--- src/rtl/arb_pkg.sv ---
// Shared types for the ibus/dbus memory port arbiter: channel structs,
// FSM and owner enums, and the fixed fetch transfer size.
package arb_pkg;

  localparam int ARB_ADDR_W = 64;
  localparam int ARB_DATA_W = 64;
  localparam int ARB_STRB_W = ARB_DATA_W / 8;

  typedef enum logic [2:0] {
    MSIZE1 = 3'd0,
    MSIZE2 = 3'd1,
    MSIZE4 = 3'd2,
    MSIZE8 = 3'd3
  } msize_t;

  // Instruction fetches always move one 32-bit word.
  localparam msize_t IBUS_FETCH_SIZE = MSIZE4;

  typedef struct packed {
    logic                  valid;
    logic [ARB_ADDR_W-1:0] addr;
  } ibus_req_t;

  typedef struct packed {
    logic        addr_ok;
    logic        data_ok;
    logic [31:0] data;
  } ibus_resp_t;

  typedef struct packed {
    logic                  valid;
    logic [ARB_ADDR_W-1:0] addr;
    msize_t                size;
    logic [ARB_STRB_W-1:0] strobe;
    logic [ARB_DATA_W-1:0] data;
  } dbus_req_t;

  typedef struct packed {
    logic                  addr_ok;
    logic                  data_ok;
    logic [ARB_DATA_W-1:0] data;
  } dbus_resp_t;

  typedef struct packed {
    logic                  valid;
    logic                  is_write;
    logic [ARB_ADDR_W-1:0] addr;
    msize_t                size;
    logic [ARB_STRB_W-1:0] strobe;
    logic [ARB_DATA_W-1:0] data;
  } mport_req_t;

  typedef struct packed {
    logic                  ready;
    logic                  data_ok;
    logic [ARB_DATA_W-1:0] data;
  } mport_resp_t;

  typedef enum logic [1:0] {
    IDLE  = 2'd0,
    ISSUE = 2'd1,
    WAIT  = 2'd2
  } arb_state_t;

  typedef enum logic {
    OWNER_I = 1'b0,
    OWNER_D = 1'b1
  } arb_owner_t;

endpackage

--- src/rtl/arb_grant.sv ---
// Combinational winner select between ibus and dbus.
// Build option ARB_ROUND_ROBIN_EN: alternate on collisions using last grant;
// otherwise dbus always beats ibus.
module arb_grant
  import arb_pkg::*;
(
  input  logic       i_iValid,
  input  logic       i_dValid,
`ifdef ARB_ROUND_ROBIN_EN
  input  arb_owner_t i_lastGrant,
`endif
  output logic       o_anyValid,
  output arb_owner_t o_winner
);

  // Pick a winner; a lone requester always wins, collisions follow the policy.
  always_comb begin
    o_anyValid = i_iValid | i_dValid;
    o_winner   = OWNER_D;
`ifdef ARB_ROUND_ROBIN_EN
    if (i_iValid && i_dValid) begin
      o_winner = (i_lastGrant == OWNER_D) ? OWNER_I : OWNER_D;
    end else if (i_iValid) begin
      o_winner = OWNER_I;
    end
`else
    if (i_iValid && !i_dValid) begin
      o_winner = OWNER_I;
    end
`endif
  end

endmodule

--- src/rtl/mem_port_arbiter.sv ---
// Shares one memory port between instruction fetch (ibus) and data (dbus).
// One request is latched at a time, issued, and its response routed back.
// Build option ARB_ROUND_ROBIN_EN selects round-robin collision handling.
module mem_port_arbiter
  import arb_pkg::*;
#(
  parameter int ADDR_W = ARB_ADDR_W,
  parameter int DATA_W = ARB_DATA_W
) (
  input  logic        clk,
  input  logic        reset,
  input  ibus_req_t   ireq,
  output ibus_resp_t  iresp,
  input  dbus_req_t   dreq,
  output dbus_resp_t  dresp,
  output mport_req_t  mreq,
  input  mport_resp_t mresp
);

  arb_state_t            r_state;
  arb_state_t            w_stateNext;
  arb_owner_t            r_owner;
  logic                  r_isWrite;
  logic [ADDR_W-1:0]     r_addr;
  msize_t                r_size;
  logic [DATA_W/8-1:0]   r_strobe;
  logic [DATA_W-1:0]     r_data;
  logic                  r_abandon;

  logic                  w_anyValid;
  arb_owner_t            w_winner;
  logic                  w_grantTake;
  logic                  w_ownerValid;
  logic                  w_complete;
  logic                  w_drop;
  logic                  w_abandonFire;

`ifdef ARB_ROUND_ROBIN_EN
  arb_owner_t            r_lastGrant;

  // Remember who finished last so the next collision goes the other way.
  always_ff @(posedge clk) begin
    if (reset) begin
      r_lastGrant <= OWNER_D;
    end else if (w_complete) begin
      r_lastGrant <= r_owner;
    end
  end
`endif

  arb_grant u_grant (
    .i_iValid    (ireq.valid),
    .i_dValid    (dreq.valid),
`ifdef ARB_ROUND_ROBIN_EN
    .i_lastGrant (r_lastGrant),
`endif
    .o_anyValid  (w_anyValid),
    .o_winner    (w_winner)
  );

  assign w_grantTake   = (r_state == IDLE) && w_anyValid;
  assign w_ownerValid  = (r_owner == OWNER_I) ? ireq.valid : dreq.valid;
  assign w_complete    = ((r_state == ISSUE) && mresp.ready && mresp.data_ok) ||
                         ((r_state == WAIT) && mresp.data_ok);
  assign w_drop        = r_abandon | ~w_ownerValid;
  assign w_abandonFire = w_complete & w_drop;

  // A transaction whose owner walked away still finishes on the memory port.
  arb_abandon: cover property (@(posedge clk) disable iff (reset) w_abandonFire);

  // State register.
  always_ff @(posedge clk) begin
    if (reset) begin
      r_state <= IDLE;
    end else begin
      r_state <= w_stateNext;
    end
  end

  // Next state: grant in IDLE, hold ISSUE until accepted, hold WAIT until data.
  always_comb begin
    w_stateNext = r_state;
    case (r_state)
      IDLE:    if (w_anyValid) w_stateNext = ISSUE;
      ISSUE:   if (mresp.ready) w_stateNext = mresp.data_ok ? IDLE : WAIT;
      WAIT:    if (mresp.data_ok) w_stateNext = IDLE;
      default: w_stateNext = IDLE;
    endcase
  end

  // Capture the winner's fields so requester changes cannot corrupt the issue.
  always_ff @(posedge clk) begin
    if (reset) begin
      r_owner   <= OWNER_D;
      r_isWrite <= 1'b0;
      r_addr    <= '0;
      r_size    <= MSIZE1;
      r_strobe  <= '0;
      r_data    <= '0;
      r_abandon <= 1'b0;
    end else if (w_grantTake) begin
      r_owner   <= w_winner;
      r_abandon <= 1'b0;
      if (w_winner == OWNER_I) begin
        r_isWrite <= 1'b0;
        r_addr    <= ireq.addr;
        r_size    <= IBUS_FETCH_SIZE;
        r_strobe  <= '0;
        r_data    <= '0;
      end else begin
        r_isWrite <= |dreq.strobe;
        r_addr    <= dreq.addr;
        r_size    <= dreq.size;
        r_strobe  <= dreq.strobe;
        r_data    <= dreq.data;
      end
    end else if ((r_state != IDLE) && !w_ownerValid) begin
      r_abandon <= 1'b1;
    end
  end

  // Drive the memory request and route handshakes/data back to the owner.
  always_comb begin
    mreq  = '0;
    iresp = '0;
    dresp = '0;
    if (!reset) begin
      mreq.valid    = (r_state == ISSUE);
      mreq.is_write = r_isWrite;
      mreq.addr     = r_addr;
      mreq.size     = r_size;
      mreq.strobe   = r_strobe;
      mreq.data     = r_data;
      iresp.data    = r_addr[2] ? mresp.data[63:32] : mresp.data[31:0];
      dresp.data    = mresp.data;
      if (w_grantTake) begin
        if (w_winner == OWNER_I) iresp.addr_ok = 1'b1;
        else                     dresp.addr_ok = 1'b1;
      end
      if (w_complete && !w_drop) begin
        if (r_owner == OWNER_I) iresp.data_ok = mresp.data_ok;
        else                    dresp.data_ok = mresp.data_ok;
      end
    end
  end

endmodule
--- config.mk ---
export PLATFORM = sky130hd
export DESIGN_NAME = mem_port_arbiter
export DESIGN_NICKNAME = d
export VERILOG_FILES = /design/src/rtl/arb_pkg.sv /design/src/rtl/arb_grant.sv /design/src/rtl/mem_port_arbiter.sv
export SDC_FILE = /design/constraint.sdc
export NUM_CORES = 1
export LEC_CHECK = 0
export CORE_AREA = 2 2 200 202
export CTS_CLUSTER_DIAMETER = 60
export DETAILED_ROUTE_END_ITERATION = 16
export DIE_AREA = 0 0 202 204
export GPL_ROUTABILITY_DRIVEN = 0
export PLACE_DENSITY = 0.48
export SYNTH_ARGS = -nofsm -noshare
export SYNTH_HDL_FRONTEND = slang
export SYNTH_HIERARCHICAL = 1
export SYNTH_SLANG_ARGS = --single-unit
--- constraint.sdc ---
create_clock -name clk -period 2.3 [get_ports clk]
set_clock_uncertainty 0.05 [all_clocks]
set_input_delay 0.69 -clock clk [delete_from_list [all_inputs] [get_ports clk]]
set_output_delay 0.69 -clock clk [all_outputs]
set_load 0.005 [all_outputs]
==> metrics.txt, run 1 <==
status finished, violations left; failing checks negative setup slack; Global Route Usage Sum 15.6%; area of all placed cells without fillers 0.0145 mm2; Tot Pwr 7890 uW; Max Slew Vio Count 0; count of distinct cell types in the synthesized netlist 28; static leakage 0.00691 uW; Total Routed Length 33700 um; die area 0.0412 mm2; placed wire-length estimate after detailed placement 24200 um; area inside the core boundary 0.0392 mm2; total cell area at the placement stage 0.0134 mm2; final worst path period need 2.39 ns; category of the worst setup path launch point register; vias in the first global route 7935; top post-synthesis cells by area sky130_fd_sc_hd__dfxtp_1, sky130_fd_sc_hd__nor2b_1, sky130_fd_sc_hd__mux2i_1, sky130_fd_sc_hd__a22o_1, sky130_fd_sc_hd__a211oi_1; worst setup path class reg2out; delay contributed by the slowest stage of the critical path 0.36 ns; Ys Warns 6; depth of the CTS H-tree 4; number of top-level pins 514; share of async-settable or async-resettable flops after synthesis 0%; number of search-and-repair iterations in the first detailed-routing pass 4; Layout Nets 1636; library cell occupying the most area in the post-synthesis netlist sky130_fd_sc_hd__dfxtp_1; Clock Tree Buf Depth 2; number of enable-type register cells in the synthesized netlist 0; CTS tree yes; share of cells above drive strength 1 23.0%; power density normalized to cell area 543 mW/mm2; number of antenna violations at the first check in global routing 4; largest driver fanout on the critical path 3; Most used DFF post-synth sky130_fd_sc_hd__dfxtp_1; standard-cell row count 73; number of endpoints with negative hold slack in the final report 0; top achievable clock speed 419 MHz; Worst Max-Slew Pin Slew 0.947 ns; via total after detailed routing 7866; clock buffers created by TritonCTS 17; Avg Inst Size Synth 9.17 um2; mean number of vias per cell 4.14; share of the clock period used by the worst path 104%; unrepaired setup endpoints after global routing yes; die extent in x 202 um; number of DRC markers after the initial detailed-route iteration 271; Vert. Die Dim 204 um; Port-buffer cells 513; post-route core utilization 37.1%; worst-skew pair later-pin latency 0.43 ns; total DRC errors in the routed layout 0; sequential element share of the synthesized area 40.0%; chain of cells forming the critical path buf_12 > buf_16 > buf_8 > buf_6 > mux2i_2 > nor2_1 > buf_2; proportion of netlist area held by the largest area contributor 40.0%; initial standard-cell utilization of the core 18.4%; worst-case vdd ir drop 0.503 mV; syn_nets 1060; global-route wire length before repair 48700 um; CTS sink cnt 144; Post-Syn Instances 787; pin count of the biggest net entering global routing 76; type of the worst min-delay path in2reg; Layout area overhead 101%; cell type of the slowest stage on the worst timing path sky130_fd_sc_hd__dfxtp_4; wire length per cell after detailed routing 17.7 um; R2R Setup Slk 0.23 ns; overall overflow remaining after global route 0; Clk Tree Root Cell sky130_fd_sc_hd__clkbuf_16; Setup-failing EPs final 7; count of antenna-violating nets left after detailed routing 0; CTS clock-pin slew for the worst setup and hold paths 0.06 ns; required time worst endpoint 1.56 ns; kind of capture point of the worst setup path output pin; slack of the critical path -0.0878 ns; max-cap violations 0; Netlist Area Pre-Place 0.00721 mm2; antenna diode count 0; number of register bits inferred by synthesis 144; final-layout worst hold slack 0.403 ns; worst max-slew margin expressed relative to the limit 36.9%; data arrival time of the worst path 1.65 ns; hold buffer count at CTS 0
==> power breakdown <==
group,internal [uW],switching (uW)
sequential,2730,80.2
clock,1650,1170
combinational,1360,897
total,5740,2150
==> flip-flops by register name, summed over array words and instances, names as in the netlist <==
name	flops
r_size	3
r_abandon	1
r_data	64
r_owner	1
r_isWrite	1
r_strobe	8
r_state	2
r_addr	64
==> cell usage after synthesis, types with 3 or more instances <==
| cell | instances |
|---|---|
| sky130_fd_sc_hd__nor2b_1 | 205 |
| sky130_fd_sc_hd__dfxtp_1 | 144 |
| sky130_fd_sc_hd__nor2_1 | 102 |
| sky130_fd_sc_hd__mux2i_1 | 96 |
| sky130_fd_sc_hd__a22o_1 | 75 |
| sky130_fd_sc_hd__a211oi_1 | 64 |
| sky130_fd_sc_hd__buf_2 | 34 |
| sky130_fd_sc_hd__clkbuf_1 | 31 |
| sky130_fd_sc_hd__buf_4 | 7 |
| sky130_fd_sc_hd__nand2b_1 | 3 |
| sky130_fd_sc_hd__nor3_1 | 3 |
| sky130_fd_sc_hd__nor4_1 | 3 |
==> cells in the final DEF, fill, tap and decap left out, drive strengths merged, types with 5 or more instances in the layout <==
master         netlist  routed
dfxtp              144     144
nor2               102     102
nor2b              205     205
buf                 45     170
clkdlybuf4s50        0     242
mux2i               96      96
dlymetal6s2s         0      24
clkinv               0       5
clkdlybuf4s15        0      35
a22o                75      75
dlygate4sd2          0     138
clkbuf              32      42
a211oi              65      65
==> worst max-delay path: cells and delay by family (launching register included) <==
kind          cells  cell delay (ns)
buf+inv           5             0.63
flops             1             0.36
mux               1             0.17
simple gates      1             0.06
==> cell type report <==
cell class                 instances  area [um2]
clock buffer                      19         453
clock inverter                    12         134
fill                            4015       24600
inverter                           1        3.75
multi-input combinational        565        4200
sequential                       144        2890
tap                              525         657
timing repair buffer             634        6190
==> cells by family (layout without fill, tap and decap cells) <==
logic type,after synthesis,in the layout,synth area share (%)
buffers and inverters,78,666,5.27
and+or+nand+nor,326,326,25.2
AOI/OAI and AO/OA,143,143,16.3
muxes,96,96,13.3
DFF,144,144,40.0
==> final timing paths <==
path | startpoint | endpoint | cells after the start
hold / removal | mresp[64] | r_state[1] | 2
hold reg to reg | r_size[1] | r_size[1] | 2
setup / recovery | r_addr[2] | iresp[19] | 7
setup reg to reg | r_state[0] | r_data[13] | 5
==> repair_timing <==
item,CTS,global route
buffers inserted,31,6
cloned,7,3
setup endpoints to repair,348,122
pin swaps,11,17
resized for setup,530,118
==> metrics by stage <==
stage / worst slack [ns] / instances / setup TNS, ns
global route: -0.154 / 1900 / -1.75
finish: -0.0878 / 1900 / -0.285
detailed placement: -0.828 / 1825 / -141.12
CTS: -0.238 / 1894 / -3.93
floorplan: 0.0809 / 787 / 0
global placement: -0.867 / 1825 / -142.98
==> layer usage <==
metal  track usage, %  vias up  wire (um)
met4             4.33        4        613
li1                 -     3888          -
met5                0        -         26
met1             17.4     3645      13100
met2             28.9      292      17800
met3             4.13       37       2150
(Power assumes the default switching activity.)
==> run 2: changes to the inputs <==
CORE_AREA = 2 2 202 204   (was 2 2 200 202)
CTS_CLUSTER_DIAMETER = 100   (was 60)
DIE_AREA = 0 0 204 206   (was 0 0 202 204)
PLACE_DENSITY = 0.47   (was 0.48)
SYNTH_HIERARCHICAL = unset   (was 1)
==> metrics.txt, run 2 <==
Post-Synth XOR/XNOR Area 0% (unchanged); required time worst endpoint 1.56 ns (about the same); Total Routed Length 35500 um (was 33700 um); filler instances 4192 (was 4015); final worst path period need 2.32 ns (was 2.39 ns); CTS sink cnt 144 (unchanged); number of antenna violations at the first check in global routing 2 (was 4); depth of the CTS H-tree 4 (unchanged); unrepaired setup endpoints after global routing yes (unchanged); worst setup path class in2out (was reg2out); commonest cells in the synthesized netlist sky130_fd_sc_hd__nor2b_1, sky130_fd_sc_hd__dfxtp_1, sky130_fd_sc_hd__a22o_1 (was sky130_fd_sc_hd__nor2b_1, sky130_fd_sc_hd__dfxtp_1, sky130_fd_sc_hd__nor2_1); failing checks negative setup slack (unchanged); capture point of the worst reg-to-reg path r_addr[47] (was r_data[13]); mean number of vias per cell 4.13 (was 4.14); pin count of the biggest net entering global routing 74 (was 76); largest family of logic cells by synthesized area simple AND/OR/NAND/NOR gates (unchanged); Post-Syn Instances 755 (was 787); origin of the critical flop-to-flop path r_state[1] (was r_state[0]); R2R Setup Slk 0.19 ns (was 0.23 ns); global-route wire length before repair 51100 um (was 48700 um); number of top-level pins 514 (unchanged); share of the clock period used by the worst path 101% (was 104%); area of all placed cells without fillers 0.0148 mm2 (was 0.0145 mm2); number of DRC markers after the initial detailed-route iteration 427 (was 271); depth of the most critical reg-to-reg path 5 (unchanged); commonest cells after routing, fill and taps aside sky130_fd_sc_hd__clkdlybuf4s50_1, sky130_fd_sc_hd__dfxtp_1, sky130_fd_sc_hd__buf_4, sky130_fd_sc_hd__dlygate4sd2_1, sky130_fd_sc_hd__nor2b_2 (was sky130_fd_sc_hd__clkdlybuf4s50_1, sky130_fd_sc_hd__nor2b_1, sky130_fd_sc_hd__dfxtp_1, sky130_fd_sc_hd__dlygate4sd2_1, sky130_fd_sc_hd__nor2_1); Tot Pwr 7650 uW (was 7890 uW); switching power of the nets 2150 uW (about the same); proportion of netlist area held by the largest area contributor 41.6% (was 40.0%); Max Slew Vio Count 0 (unchanged); end of the worst hold path r_addr[62] (was r_state[1]); library cell occupying the most area in the post-synthesis netlist sky130_fd_sc_hd__dfxtp_1 (unchanged); overall overflow remaining after global route 0 (unchanged); CTS clock-pin slew for the worst setup and hold paths 0.07 ns (was 0.06 ns); worst-case vdd ir drop 0.385 mV (was 0.503 mV); simple-gate area share of the yosys netlist 28.5% (was 25.2%); cell count of the worst hold path 1 (was 2); die extent in x 204 um (was 202 um); Ys Warns 0 (was 6); placed wire-length estimate after detailed placement 24900 um (was 24200 um); portion of total power attributed to the clock network 36.5% (was 35.8%); top post-synthesis cells by area sky130_fd_sc_hd__dfxtp_1, sky130_fd_sc_hd__nor2b_1, sky130_fd_sc_hd__a22o_1, sky130_fd_sc_hd__a221o_1, sky130_fd_sc_hd__mux2i_1 (was sky130_fd_sc_hd__dfxtp_1, sky130_fd_sc_hd__nor2b_1, sky130_fd_sc_hd__mux2i_1, sky130_fd_sc_hd__a22o_1, sky130_fd_sc_hd__a211oi_1); Reg power frac 35.7% (was 35.6%); static leakage 0.00683 uW (was 0.00691 uW); slack of the critical path -0.0218 ns (was -0.0878 ns); sequential element share of the synthesized area 41.6% (was 40.0%); mux cell area share after synthesis 4.63% (was 13.3%); area inside the core boundary 0.0402 mm2 (was 0.0392 mm2); number of search-and-repair iterations in the first detailed-routing pass 5 (was 4); Avg Inst Size Synth 9.17 um2 (about the same); total DRC errors in the routed layout 0 (unchanged); CTS tree yes (unchanged); post-synthesis share of cell area spent on full adders, half adders and majority gates 0% (unchanged); Worst Min Path Start r_addr[62] (was mresp[64]); Power Internal 5510 uW (was 5740 uW); worst max-slew margin expressed relative to the limit 36.4% (was 36.9%); largest driver fanout on the critical path 29 (was 3); number of register bits inferred by synthesis 144 (unchanged); max-cap violations 0 (unchanged); vias in the first global route 8097 (was 7935); Setup Total Neg Slack -0.0610 ns (was -0.285 ns); Seq. cell area 0.00289 mm2 (about the same); clock buffers created by TritonCTS 17 (unchanged); Clock Tree Buf Depth 2 (unchanged); Worst Max-Slew Pin Slew 0.954 ns (was 0.947 ns); cell with the most instances after synthesis sky130_fd_sc_hd__nor2b_1 (unchanged); number of enable-type register cells in the synthesized netlist 0 (unchanged); Layout Nets 1674 (was 1636); registers with the highest flip-flop counts r_addr (64), r_data (64), r_strobe (8) (unchanged); count of antenna-violating nets left after detailed routing 0 (unchanged); kind of capture point of the worst setup path output pin (unchanged); category of the worst setup path launch point primary input (was register); Compound-Gate Fraction of Synth Area 20.1% (was 16.3%); Port-buffer cells 513 (unchanged); multi-input gate area in the final layout 0.00417 mm2 (was 0.00420 mm2); Layout area overhead 114% (was 101%); worst-skew pair later-pin latency 0.44 ns (was 0.43 ns); count of distinct cell types in the synthesized netlist 35 (was 28); Clk Tree Root Cell sky130_fd_sc_hd__clkbuf_16 (unchanged); switching power as a share of total power 28.1% (was 27.2%); via total after detailed routing 8049 (was 7866); die area 0.0420 mm2 (was 0.0412 mm2); data arrival time of the worst path 1.58 ns (was 1.65 ns); Setup-failing EPs final 4 (was 7); power share of the combinational group 27.8% (was 28.7%); Most used DFF post-synth sky130_fd_sc_hd__dfxtp_1 (unchanged); syn_nets 1028 (was 1060); Layout Cells excl Fill 1947 (was 1900); most common library cell in the layout ignoring fill and taps sky130_fd_sc_hd__clkdlybuf4s50_1 (unchanged); standard-cell row count 74 (was 73); share of async-settable or async-resettable flops after synthesis 0% (unchanged); type of the worst min-delay path reg2reg (was in2reg); total cell area at the placement stage 0.0136 mm2 (was 0.0134 mm2); share of cells above drive strength 1 34.7% (was 23.0%); top achievable clock speed 431 MHz (was 419 MHz); Vert. Die Dim 206 um (was 204 um); wire length per cell after detailed routing 18.2 um (was 17.7 um); initial standard-cell utilization of the core 17.2% (was 18.4%); power density normalized to cell area 518 mW/mm2 (was 543 mW/mm2); number of endpoints with negative hold slack in the final report 0 (unchanged); Global Route Usage Sum 16.1% (was 15.6%); hold buffer count at CTS 0 (unchanged); Netlist Area Pre-Place 0.00692 mm2 (was 0.00721 mm2); Placed Instances 1857 (was 1825); status finished, violations left (unchanged)
-- run 2: changes by cell type in the layout (fill, tap and decap cells not counted), moves of 47 or more --
cell / change
sky130_fd_sc_hd__mux2i_1: -64
sky130_fd_sc_hd__nor2_1: -67
sky130_fd_sc_hd__a211oi_1: -63
sky130_fd_sc_hd__nor2b_1: -60
sky130_fd_sc_hd__a221o_1: +48
sky130_fd_sc_hd__buf_4: +67
sky130_fd_sc_hd__buf_2: +47
sky130_fd_sc_hd__nor2b_2: +52
sky130_fd_sc_hd__and3_1: +48
-- run 2: power by group through the flow --
stage,clock network [uW],logic (uW),registers [uW]
floorplan,0,718,2770
global placement,0,2020,2780
detailed placement,0,2020,2780
CTS,2930,2120,2730
global route,3020,2290,2750
finish,2790,2130,2740
-- run 2: worst max path at each step --
stage                   start         to  slack (ns)  cells after the start
CTS                     reset  mreq[117]       -0.13                      6
finish                  reset  iresp[18]       -0.02                      6
global placement    mresp[65]  iresp[32]       -0.60                      5
floorplan               reset  iresp[33]        0.06                      4
global route        r_addr[2]  iresp[28]       -0.09                      6
detailed placement  mresp[65]  iresp[32]       -0.59                      5
-- run 2: logic make-up after synthesis --
family                 after synthesis
multiplexers                        32
AND/OR/NAND/NOR                    341
buffers and inverters               77
flip-flops                         144
AO/OA/AOI/OAI                      161
-- run 2: cell type report --
class                           instances  share of cell area [%]
Timing Repair Buffer                  703                    43.8
Multi-Input combinational cell        534                    28.2
Sequential cell                       144                    19.5
Tap cell                              532                    4.50
Clock buffer                           17                    2.88
Clock inverter                         15                    1.02
Inverter                                1                  0.0254
Antenna cell                            1                  0.0169
-- run 2: routing by layer --
metal	vias up	wire length [um]	track usage (%)
li1	3980	-	-
met1	3788	15700	21.0
met2	257	17100	26.1
met3	22	2280	4.35
met4	2	482	4.48
met5	-	13	0
-- run 2: worst max-delay path: stages --
cell and delay, ns:
sky130_fd_sc_hd__buf_16 0.14, sky130_fd_sc_hd__buf_12 0.13, sky130_fd_sc_hd__buf_12 0.11, sky130_fd_sc_hd__buf_16 0.16
sky130_fd_sc_hd__nor2_1 0.11, sky130_fd_sc_hd__clkdlybuf4s15_2 0.21
-- run 2: what timing repair did --
item                                    CTS  global route
gates cloned                             10             2
resized for setup                       720           124
buffers inserted                         41             6
endpoints found under the setup margin  268           139
hold endpoints to repair                  0             0
pin swaps                                11            16
-- run 2: stage by stage --
| stage | utilization (%) | hold slack (ns) | setup WS (ns) |
|---|---|---|---|
| 2_1_floorplan | - | 0.375 | 0.0559 |
| 3_3_place_gp | 33.8 | 0.390 | -0.597 |
| 3_5_place_dp | 33.8 | 0.391 | -0.587 |
| 4_1_cts | 36.6 | 0.416 | -0.133 |
| 5_1_grt | 36.8 | 0.429 | -0.0944 |
| 6_report | 36.8 | 0.417 | -0.0218 |
